## src/rtl/cute_lock_key_sequencer_pkg.sv

```systemverilog
// Shared types and sizing helpers for the Cute-Lock key sequencer.
// Holds the FSM state encoding, the counter-width rule and the key-store width rule.
package cute_lock_pkg;

    typedef enum logic [1:0] {
        ST_IDLE  = 2'd0,
        ST_LOAD  = 2'd1,
        ST_ARMED = 2'd2,
        ST_RUN   = 2'd3
    } seq_state_t;

    // Counter width for an n-entry schedule; never narrower than one bit.
    function automatic int cw_of(input int n);
        return (n < 2) ? 1 : $clog2(n);
    endfunction

    function automatic int flat_width(input int num_states, input int key_width);
        return num_states * key_width;
    endfunction

endpackage

```

## src/rtl/cute_lock_key_sequencer_if.sv

```systemverilog
// Control/status bundle between the activation interface and the key sequencer.
// The master drives load/run controls and the serial key; the slave returns the key stream.
interface cute_lock_key_sequencer_if
    import cute_lock_pkg::*;
#(
    parameter int KEY_WIDTH  = 2,
    parameter int NUM_STATES = 2
) ();
    localparam int CW = cw_of(NUM_STATES);

    logic                 load_start;
    logic                 load_abort;
    logic                 key_sdi;
    logic                 key_sdi_valid;
    logic                 run_start;
    logic                 run_stop;
    logic                 sync_clear;
    logic [KEY_WIDTH-1:0] keyinput;
    logic [CW-1:0]        count_state;
    logic                 key_loaded;
    logic                 running;

    modport master (
        output load_start, load_abort, key_sdi, key_sdi_valid,
        output run_start, run_stop, sync_clear,
        input  keyinput, count_state, key_loaded, running
    );

    modport slave (
        input  load_start, load_abort, key_sdi, key_sdi_valid,
        input  run_start, run_stop, sync_clear,
        output keyinput, count_state, key_loaded, running
    );

endinterface

```

## src/rtl/cute_lock_key_sequencer_loader.sv

```systemverilog
// Serial key-schedule loader: shifts bits into a flat store, first bit at the LSB.
// done is combinational so the FSM can arm on the same edge that stores the last bit.
module key_seq_loader
    import cute_lock_pkg::*;
#(
    parameter int N = 4
) (
    input  logic         clock,
    input  logic         reset,
    input  logic         clear,
    input  logic         take,
    input  logic         bit_in,
    output logic [N-1:0] store,
    output logic         done
);
    localparam int BW = cw_of(N);

    logic [BW-1:0] bit_cnt_reg;
    logic [N-1:0]  store_reg;

    assign done  = take && (bit_cnt_reg == BW'(N - 1));
    assign store = store_reg;

    always_ff @(posedge clock) begin
        if (reset || clear) begin
            bit_cnt_reg <= '0;
            store_reg   <= '0;
        end else if (take) begin
            store_reg[bit_cnt_reg] <= bit_in;
            // Return to zero after the last bit so the count never leaves 0..N-1.
            bit_cnt_reg <= done ? '0 : bit_cnt_reg + BW'(1);
        end
    end

endmodule

```

## src/rtl/cute_lock_key_sequencer.sv

```systemverilog
// Key-delivery stage for counter-keyed locked FSMs: loads a serial key schedule, then
// presents one registered key word per cycle, indexed by a counter that wraps modulo NUM_STATES.
module cute_lock_key_sequencer
    import cute_lock_pkg::*;
#(
    parameter int KEY_WIDTH  = 2,
    parameter int NUM_STATES = 2
) (
    input  logic clock,
    input  logic reset,
    cute_lock_key_sequencer_if.slave bus
);
    localparam int CW = cw_of(NUM_STATES);
    localparam int N  = flat_width(NUM_STATES, KEY_WIDTH);

    seq_state_t state_reg, state_next;

    logic [KEY_WIDTH-1:0] keyinput_reg, keyinput_next;
    logic [CW-1:0]        count_reg, count_next, count_inc;
    logic                 key_loaded_reg, key_loaded_next;

    logic                 clear, take, done;
    logic [N-1:0]         store;
    logic [KEY_WIDTH-1:0] words [NUM_STATES];

    key_seq_loader #(.N(N)) u_loader (
        .clock  (clock),
        .reset  (reset),
        .clear  (clear),
        .take   (take),
        .bit_in (bus.key_sdi),
        .store  (store),
        .done   (done)
    );

    for (genvar gi = 0; gi < NUM_STATES; gi++) begin : g_words
        assign words[gi] = store[gi*KEY_WIDTH +: KEY_WIDTH];
    end

    assign count_inc = (count_reg == CW'(NUM_STATES - 1)) ? '0 : count_reg + CW'(1);

    always_ff @(posedge clock) begin
        if (reset) begin
            state_reg      <= ST_IDLE;
            keyinput_reg   <= '0;
            count_reg      <= '0;
            key_loaded_reg <= 1'b0;
        end else begin
            state_reg      <= state_next;
            keyinput_reg   <= keyinput_next;
            count_reg      <= count_next;
            key_loaded_reg <= key_loaded_next;
        end
    end

    always_comb begin
        state_next = state_reg;
        unique case (state_reg)
            ST_IDLE:  if (bus.load_start) state_next = ST_LOAD;
            ST_LOAD: begin
                if (bus.load_abort)      state_next = ST_IDLE;
                else if (bus.load_start) state_next = ST_LOAD;
                else if (done)           state_next = ST_ARMED;
            end
            ST_ARMED: begin
                if (bus.load_start)     state_next = ST_LOAD;
                else if (bus.run_start) state_next = ST_RUN;
            end
            ST_RUN: begin
                if (bus.load_start)    state_next = ST_LOAD;
                else if (bus.run_stop) state_next = ST_ARMED;
            end
            default: state_next = ST_IDLE;
        endcase
    end

    always_comb begin
        clear           = 1'b0;
        take            = 1'b0;
        keyinput_next   = keyinput_reg;
        count_next      = count_reg;
        key_loaded_next = key_loaded_reg;
        unique case (state_reg)
            ST_IDLE: clear = bus.load_start;
            ST_LOAD: begin
                // Abort and restart both discard any partial key, even with a valid bit present.
                if (bus.load_abort || bus.load_start) begin
                    clear = 1'b1;
                end else begin
                    take = bus.key_sdi_valid;
                    if (done) key_loaded_next = 1'b1;
                end
            end
            ST_ARMED: begin
                if (bus.load_start) begin
                    clear           = 1'b1;
                    key_loaded_next = 1'b0;
                end else if (bus.run_start) begin
                    count_next    = '0;
                    keyinput_next = words[0];
                end
            end
            ST_RUN: begin
                if (bus.load_start) begin
                    clear           = 1'b1;
                    key_loaded_next = 1'b0;
                    keyinput_next   = '0;
                    count_next      = '0;
                end else if (bus.run_stop) begin
                    keyinput_next = '0;
                    count_next    = '0;
                end else if (bus.sync_clear) begin
                    keyinput_next = words[0];
                    count_next    = '0;
                end else begin
                    // Word is fetched for the next index so keyinput always matches count_state.
                    keyinput_next = words[count_inc];
                    count_next    = count_inc;
                end
            end
            default: ;
        endcase
    end

    assign bus.keyinput    = keyinput_reg;
    assign bus.count_state = count_reg;
    assign bus.key_loaded  = key_loaded_reg;
    assign bus.running     = (state_reg == ST_RUN);

endmodule

```

## src/flat_wrapper.sv

```systemverilog
// flat-port wrapper written by rule: the top's interface ports become plain ports
module cute_lock_key_sequencer_flat import cute_lock_pkg::*;
#(
    parameter int KEY_WIDTH  = 2,
    parameter int NUM_STATES = 2
)
  (clock, reset, bus_load_start, bus_load_abort, bus_key_sdi, bus_key_sdi_valid, bus_run_start, bus_run_stop, bus_sync_clear, bus_keyinput, bus_count_state, bus_key_loaded, bus_running);
  cute_lock_key_sequencer_if #(.KEY_WIDTH(KEY_WIDTH), .NUM_STATES(NUM_STATES)) bus_i ();
  input  logic clock;
  input  logic reset;
  input wire logic [$bits(bus_i.load_start)-1:0] bus_load_start;
  input wire logic [$bits(bus_i.load_abort)-1:0] bus_load_abort;
  input wire logic [$bits(bus_i.key_sdi)-1:0] bus_key_sdi;
  input wire logic [$bits(bus_i.key_sdi_valid)-1:0] bus_key_sdi_valid;
  input wire logic [$bits(bus_i.run_start)-1:0] bus_run_start;
  input wire logic [$bits(bus_i.run_stop)-1:0] bus_run_stop;
  input wire logic [$bits(bus_i.sync_clear)-1:0] bus_sync_clear;
  output wire logic [$bits(bus_i.keyinput)-1:0] bus_keyinput;
  output wire logic [$bits(bus_i.count_state)-1:0] bus_count_state;
  output wire logic [$bits(bus_i.key_loaded)-1:0] bus_key_loaded;
  output wire logic [$bits(bus_i.running)-1:0] bus_running;
  assign bus_i.load_start = bus_load_start;
  assign bus_i.load_abort = bus_load_abort;
  assign bus_i.key_sdi = bus_key_sdi;
  assign bus_i.key_sdi_valid = bus_key_sdi_valid;
  assign bus_i.run_start = bus_run_start;
  assign bus_i.run_stop = bus_run_stop;
  assign bus_i.sync_clear = bus_sync_clear;
  assign bus_keyinput = bus_i.keyinput;
  assign bus_count_state = bus_i.count_state;
  assign bus_key_loaded = bus_i.key_loaded;
  assign bus_running = bus_i.running;
  cute_lock_key_sequencer #(.KEY_WIDTH(KEY_WIDTH), .NUM_STATES(NUM_STATES)) u_core (.clock(clock), .reset(reset), .bus(bus_i));
endmodule
```

## config.mk

```make
export PLATFORM = sky130hd
export DESIGN_NAME = cute_lock_key_sequencer_flat
export DESIGN_NICKNAME = d
export VERILOG_FILES = /design/src/rtl/cute_lock_key_sequencer_pkg.sv /design/src/rtl/cute_lock_key_sequencer_if.sv /design/src/rtl/cute_lock_key_sequencer_loader.sv /design/src/rtl/cute_lock_key_sequencer.sv /design/src/flat_wrapper.sv
export SDC_FILE = /design/constraint.sdc
export NUM_CORES = 1
export LEC_CHECK = 0
export ABC_AREA = 1
export CAP_MARGIN = 40
export CORE_AREA = 2 2 39 41
export DETAILED_ROUTE_END_ITERATION = 10
export DIE_AREA = 0 0 41 43
export PLACE_DENSITY = 0.77
export SLEW_MARGIN = 5
export SYNTH_ARGS = -nofsm -noshare
export SYNTH_HDL_FRONTEND = slang
export SYNTH_SLANG_ARGS = --single-unit
```

## constraint.sdc

```tcl
create_clock -name clock -period 2.8 [get_ports clock]
set_input_delay 0.84 -clock clock [delete_from_list [all_inputs] [get_ports clock]]
set_output_delay 0.84 -clock clock [all_outputs]
set_load 0.05 [all_outputs]
```

* After elaboration in Yosys (flattened, before gate mapping)
Cells that the tools add are included.
Word-level totals: output and inout bits 5, input port bits 9, register bits after elaboration 12, word-level logic and storage cells 74
Operators by class: bitwise logic cells 1, equality and inequality tests 13, add/sub/neg operators 2, $lt $le $gt $ge 3, multiplexer cells 38, reduce and logical (&&, ||, !) cells 11
Operators by type and width (count):
- 2-bit two-way mux | 17
- 1-bit two-way mux | 14
- 2-bit != test, second input constant | 5
- 2-bit case mux with 4 select lines | 1
- 4-bit AND reduction | 2
- 2-bit == test, second input constant | 3
- 3-bit != test, second input constant | 2
- 4-bit bitwise mux | 1
- 4-bit != test, second input constant | 1
- 1-bit case mux with 2 select lines | 2
- 2-bit case mux with 2 select lines | 1
- 2-bit nonzero test | 2
- 2-bit by 3-bit < comparator with 1-bit output, second input constant | 1
- 1-bit case mux with 3 select lines | 1
- 3-bit AND reduction | 1
- 2-bit by 1-bit adder with 2-bit output, second input constant | 1
- 1-bit demux with 2-bit select | 1
- 2-bit by 1-bit == test with 1-bit output, second input constant | 1
- 2-bit by 1-bit greater-or-equal comparator with 1-bit output, second input constant | 1
- 2-bit greater-or-equal comparator, second input constant | 1
- 1-bit logical AND | 2
- 2-bit logical NOT | 1
- 1-bit logical OR | 2
- 2-bit by 1-bit != test with 1-bit output, second input constant | 1
- other kinds (3) | 3

* Depth between registers and ports, before layout
depth after elaboration 10, depth in mapped cells 8, mapped depth without buffers 8

* Modules after synthesis
A second synthesis with hierarchy kept.
Unflattened totals: cells, all modules 107, area, all modules 689.4 µm²
Modules (own cells, without submodules):
- cute_lock_key_sequencer | cells each 64, area each 376.6 µm², sequential area each 120.1 µm², times used 1
- key_seq_loader | cells each 43, area each 312.8 µm², sequential area each 120.1 µm², times used 1

* Least setup slack after synthesis
OpenSTA, ideal clock, no wires.
path type flip-flop to output port, start register u_core.state_reg[1], end output bus_running, cell stages (with the launch flop) 3, path buffers 0, path slack 1282 ps, arrival 678 ps, data required time 1960 ps, cell sequence dfxtp_1 -> nand2_2 -> inv_2
Between the ends: word-level cells in the longest chain between the ends 1
Ends and longest elaborated chain:
- start: declaration | RTL line cute_lock_key_sequencer.sv:16 | seq_state_t state_reg, state_next;
- start signal: assignment | RTL line cute_lock_key_sequencer.sv:49 | state_reg <= state_next;
- 2-bit == test | RTL line cute_lock_key_sequencer.sv:128 | assign bus.running = (state_reg == ST_RUN);
- end: declaration | RTL line flat_wrapper.sv:21 | output wire logic [$bits(bus_i.running)-1:0] bus_running;
Every way passes these cells.

* Worst setup path in the final report
start register u_core.state_reg[0], end output bus_running
The elaborated chain is that of the path after synthesis.

==> out/metrics.cfg <==
[cts]
clkSlewWorstSetupHoldPaths_ns = 0.07
ctsRootBufferMaster = clkbuf_4
numCtsBuffers = 3
holdBufCountCts = 0
cts_max_level = 1
cts_tree = yes
post-cts-setup-buffer-count = 0
cts_buffer_depth = 2
clk-insertion-delay-late_ns = 0.27
ctsResizeCount = 0
numClockSinks = 12

[sta]
period_share_pct = 89.9
maxSlewViolCount = 0
fin_worst_skew_ns = 0.00224
worst_pin_slew_ns = 0.489
period_needed_ns = 2.52
rsz0062_at_grt = false
tns_ns = 0
slew_headroom_pct = 67.3
hold_viol_final = 0
hold_ws_ns = 0.464
setup_viol_count_final = 0
fmax_mhz = 397

[yosys]
yosysMostFrequentCell = nand2_1
syn-num-nets = 109
synth_largest_area_cell = dfxtp_1
synth_top_area_share_pct = 37.0
synth.distinct_cells = 14
synth_flop_cell = dfxtp_1
ys_ff_latch = 12
ys_warn_count = 0
synth-async-reset-ratio_pct = 0
synth_cells = 96
seq_area_frac_synth_pct = 37.0
syn-mean-instance-area_sq_um = 6.76
synth-edff-count = 0
synth_common_cells = nand2_1, nand3_1, inv_1, dfxtp_1, a21oi_1
syn_area_sq_um = 649
synth.area.top_cells = dfxtp_1, nand2_1, nand3_1, a21oi_1, ha_1

[flow_run]
drv_cap = 0

[cells_and_area]
antenna_cells = 0
fin_cells = 127
area_growth_pct = 24.9
largest_reg_flops = 4
drive_gt1_share_pct = 9.01
fin_area_sq_um = 811
nNetsFinal = 126

[setup_path]
critPathMaxFanout = 5
crit_arrival_ns = 1.68
critPathSlowestCell = clkdlybuf4s50_1
cp_cell_sequence = nand2_2 > inv_2 > clkdlybuf4s50_1
worst_setup_path_end_kind = output pin
cp-start-kind = flop
critPathRequiredTime_ns = 1.96
max_stage_delay_ns = 0.79
crit_type = flop to output pin
r2r.worst_path.cells = 6

[floorplanning]
rows = 14
initial_utilization_pct = 46.9
die_area_sq_mm = 0.00176
die_w_um = 41
io_pins = 14
core-area_sq_mm = 0.00138
die-height_um = 43

[grt]
grt.total_usage_pct = 17.8
grt_max_degree = 12
gr-total-overflow = 0
grt_pass1_wl_um = 2120
antenna_found_initial = 0
grt_pass1_vias = 572

[place]
io_buffers = 13
post-dp-hpwl_um = 1030
dp.cells = 124
placed_area_sq_um = 788
gp_congestion = 0.698

[status]
outcome = finished clean

[detailed_routing]
drtAntennaViolNets = 0
drtPass1Iterations = 4
drc_errors = 0
via_per_inst = 5.01
routedWlPerCell_um = 10.2
num_vias = 636
dr.first_iter.drc_count = 10
routed_wl_um = 1300

[worst_hold_path]
min_path_cells = 2
hp-class = flop to flop

[pwr]
leakage_nw = 0.327
p_per_area_mw_per_mm2 = 423
peakVddDrop_mv = 0.264

metal layers:
metal  GRT usage (%)  up-vias  part of all wire (%)
li1                -      341                     -
met1            18.6      278                    46
met2            29.7       15                    47
met3            6.28        2                   4.8
met4            8.00        0                   1.6
met5               0        -                     0
path summary, 6_finish.rpt:
check / from / end / slack (ns)
max: u_core.state_reg[0] / bus_running / 0.28
min reg2reg: u_core.bus.key_loaded / u_core.bus.key_loaded / 0.46
max reg2reg: u_core.u_loader.bit_cnt_reg[1] / u_core.state_reg[0] / 1.56
min: u_core.bus.key_loaded / u_core.bus.key_loaded / 0.46
critical path, delay by kind of cell (launching register included):
family	cells	cell delay (ns)
buf+inv	2	0.88
flops	1	0.41
simple gates	1	0.11
through the flow:
| step | power, mW | util (%) | setup WS [ns] |
|---|---|---|---|
| finish | 0.343 | 58.6 | 0.284 |
| global placement | 0.241 | 57.0 | 0.586 |
| global route | 0.361 | 58.6 | 0.201 |
| CTS | 0.348 | 58.6 | 0.269 |
| floorplan | 0.219 | - | 1.28 |
| detailed placement | 0.242 | 57.0 | 0.577 |
cell families (layout without fill, tap and decap cells):
logic type	count (synthesis)	in the layout	share of synthesized area [%]
and+or+nand+nor	45	45	30.4
DFF	12	12	37.0
adders and majority gates	4	4	7.71
AOI/OAI and AO/OA	18	18	13.9
buffers and inverters	17	32	11.0
final cells by class:
cell class / instances / area, sq um
fill: 147 / 573
inverter: 16 / 60.1
sequential: 12 / 240
clock buffer: 3 / 22.5
tap: 16 / 20.0
multi-input combinational: 67 / 338
timing repair buffer: 13 / 130
placed cells by master, fill, tap and decap left out:
master / n
inv_2: 3
nor2_1: 7
nand2_2: 3
clkdlybuf4s50_1: 13
a21oi_1: 11
inv_1: 13
o21ai_1: 1
o21ai_0: 6
nor3_1: 1
dfxtp_1: 12
ha_1: 4
clkbuf_4: 3
nand2_1: 19
nor2_2: 1
nand3_1: 14
where the power goes:
group	leakage [nW]	switching, mW	total, mW	internal [mW]
logic	0.216	0.0335	0.0577	0.0242
clock network	0.0138	0.0551	0.105	0.0498
registers	0.0973	0.00509	0.181	0.176
total	0.327	0.0937	0.343	0.250
No activity file was read; power rests on OpenSTA's default activity.
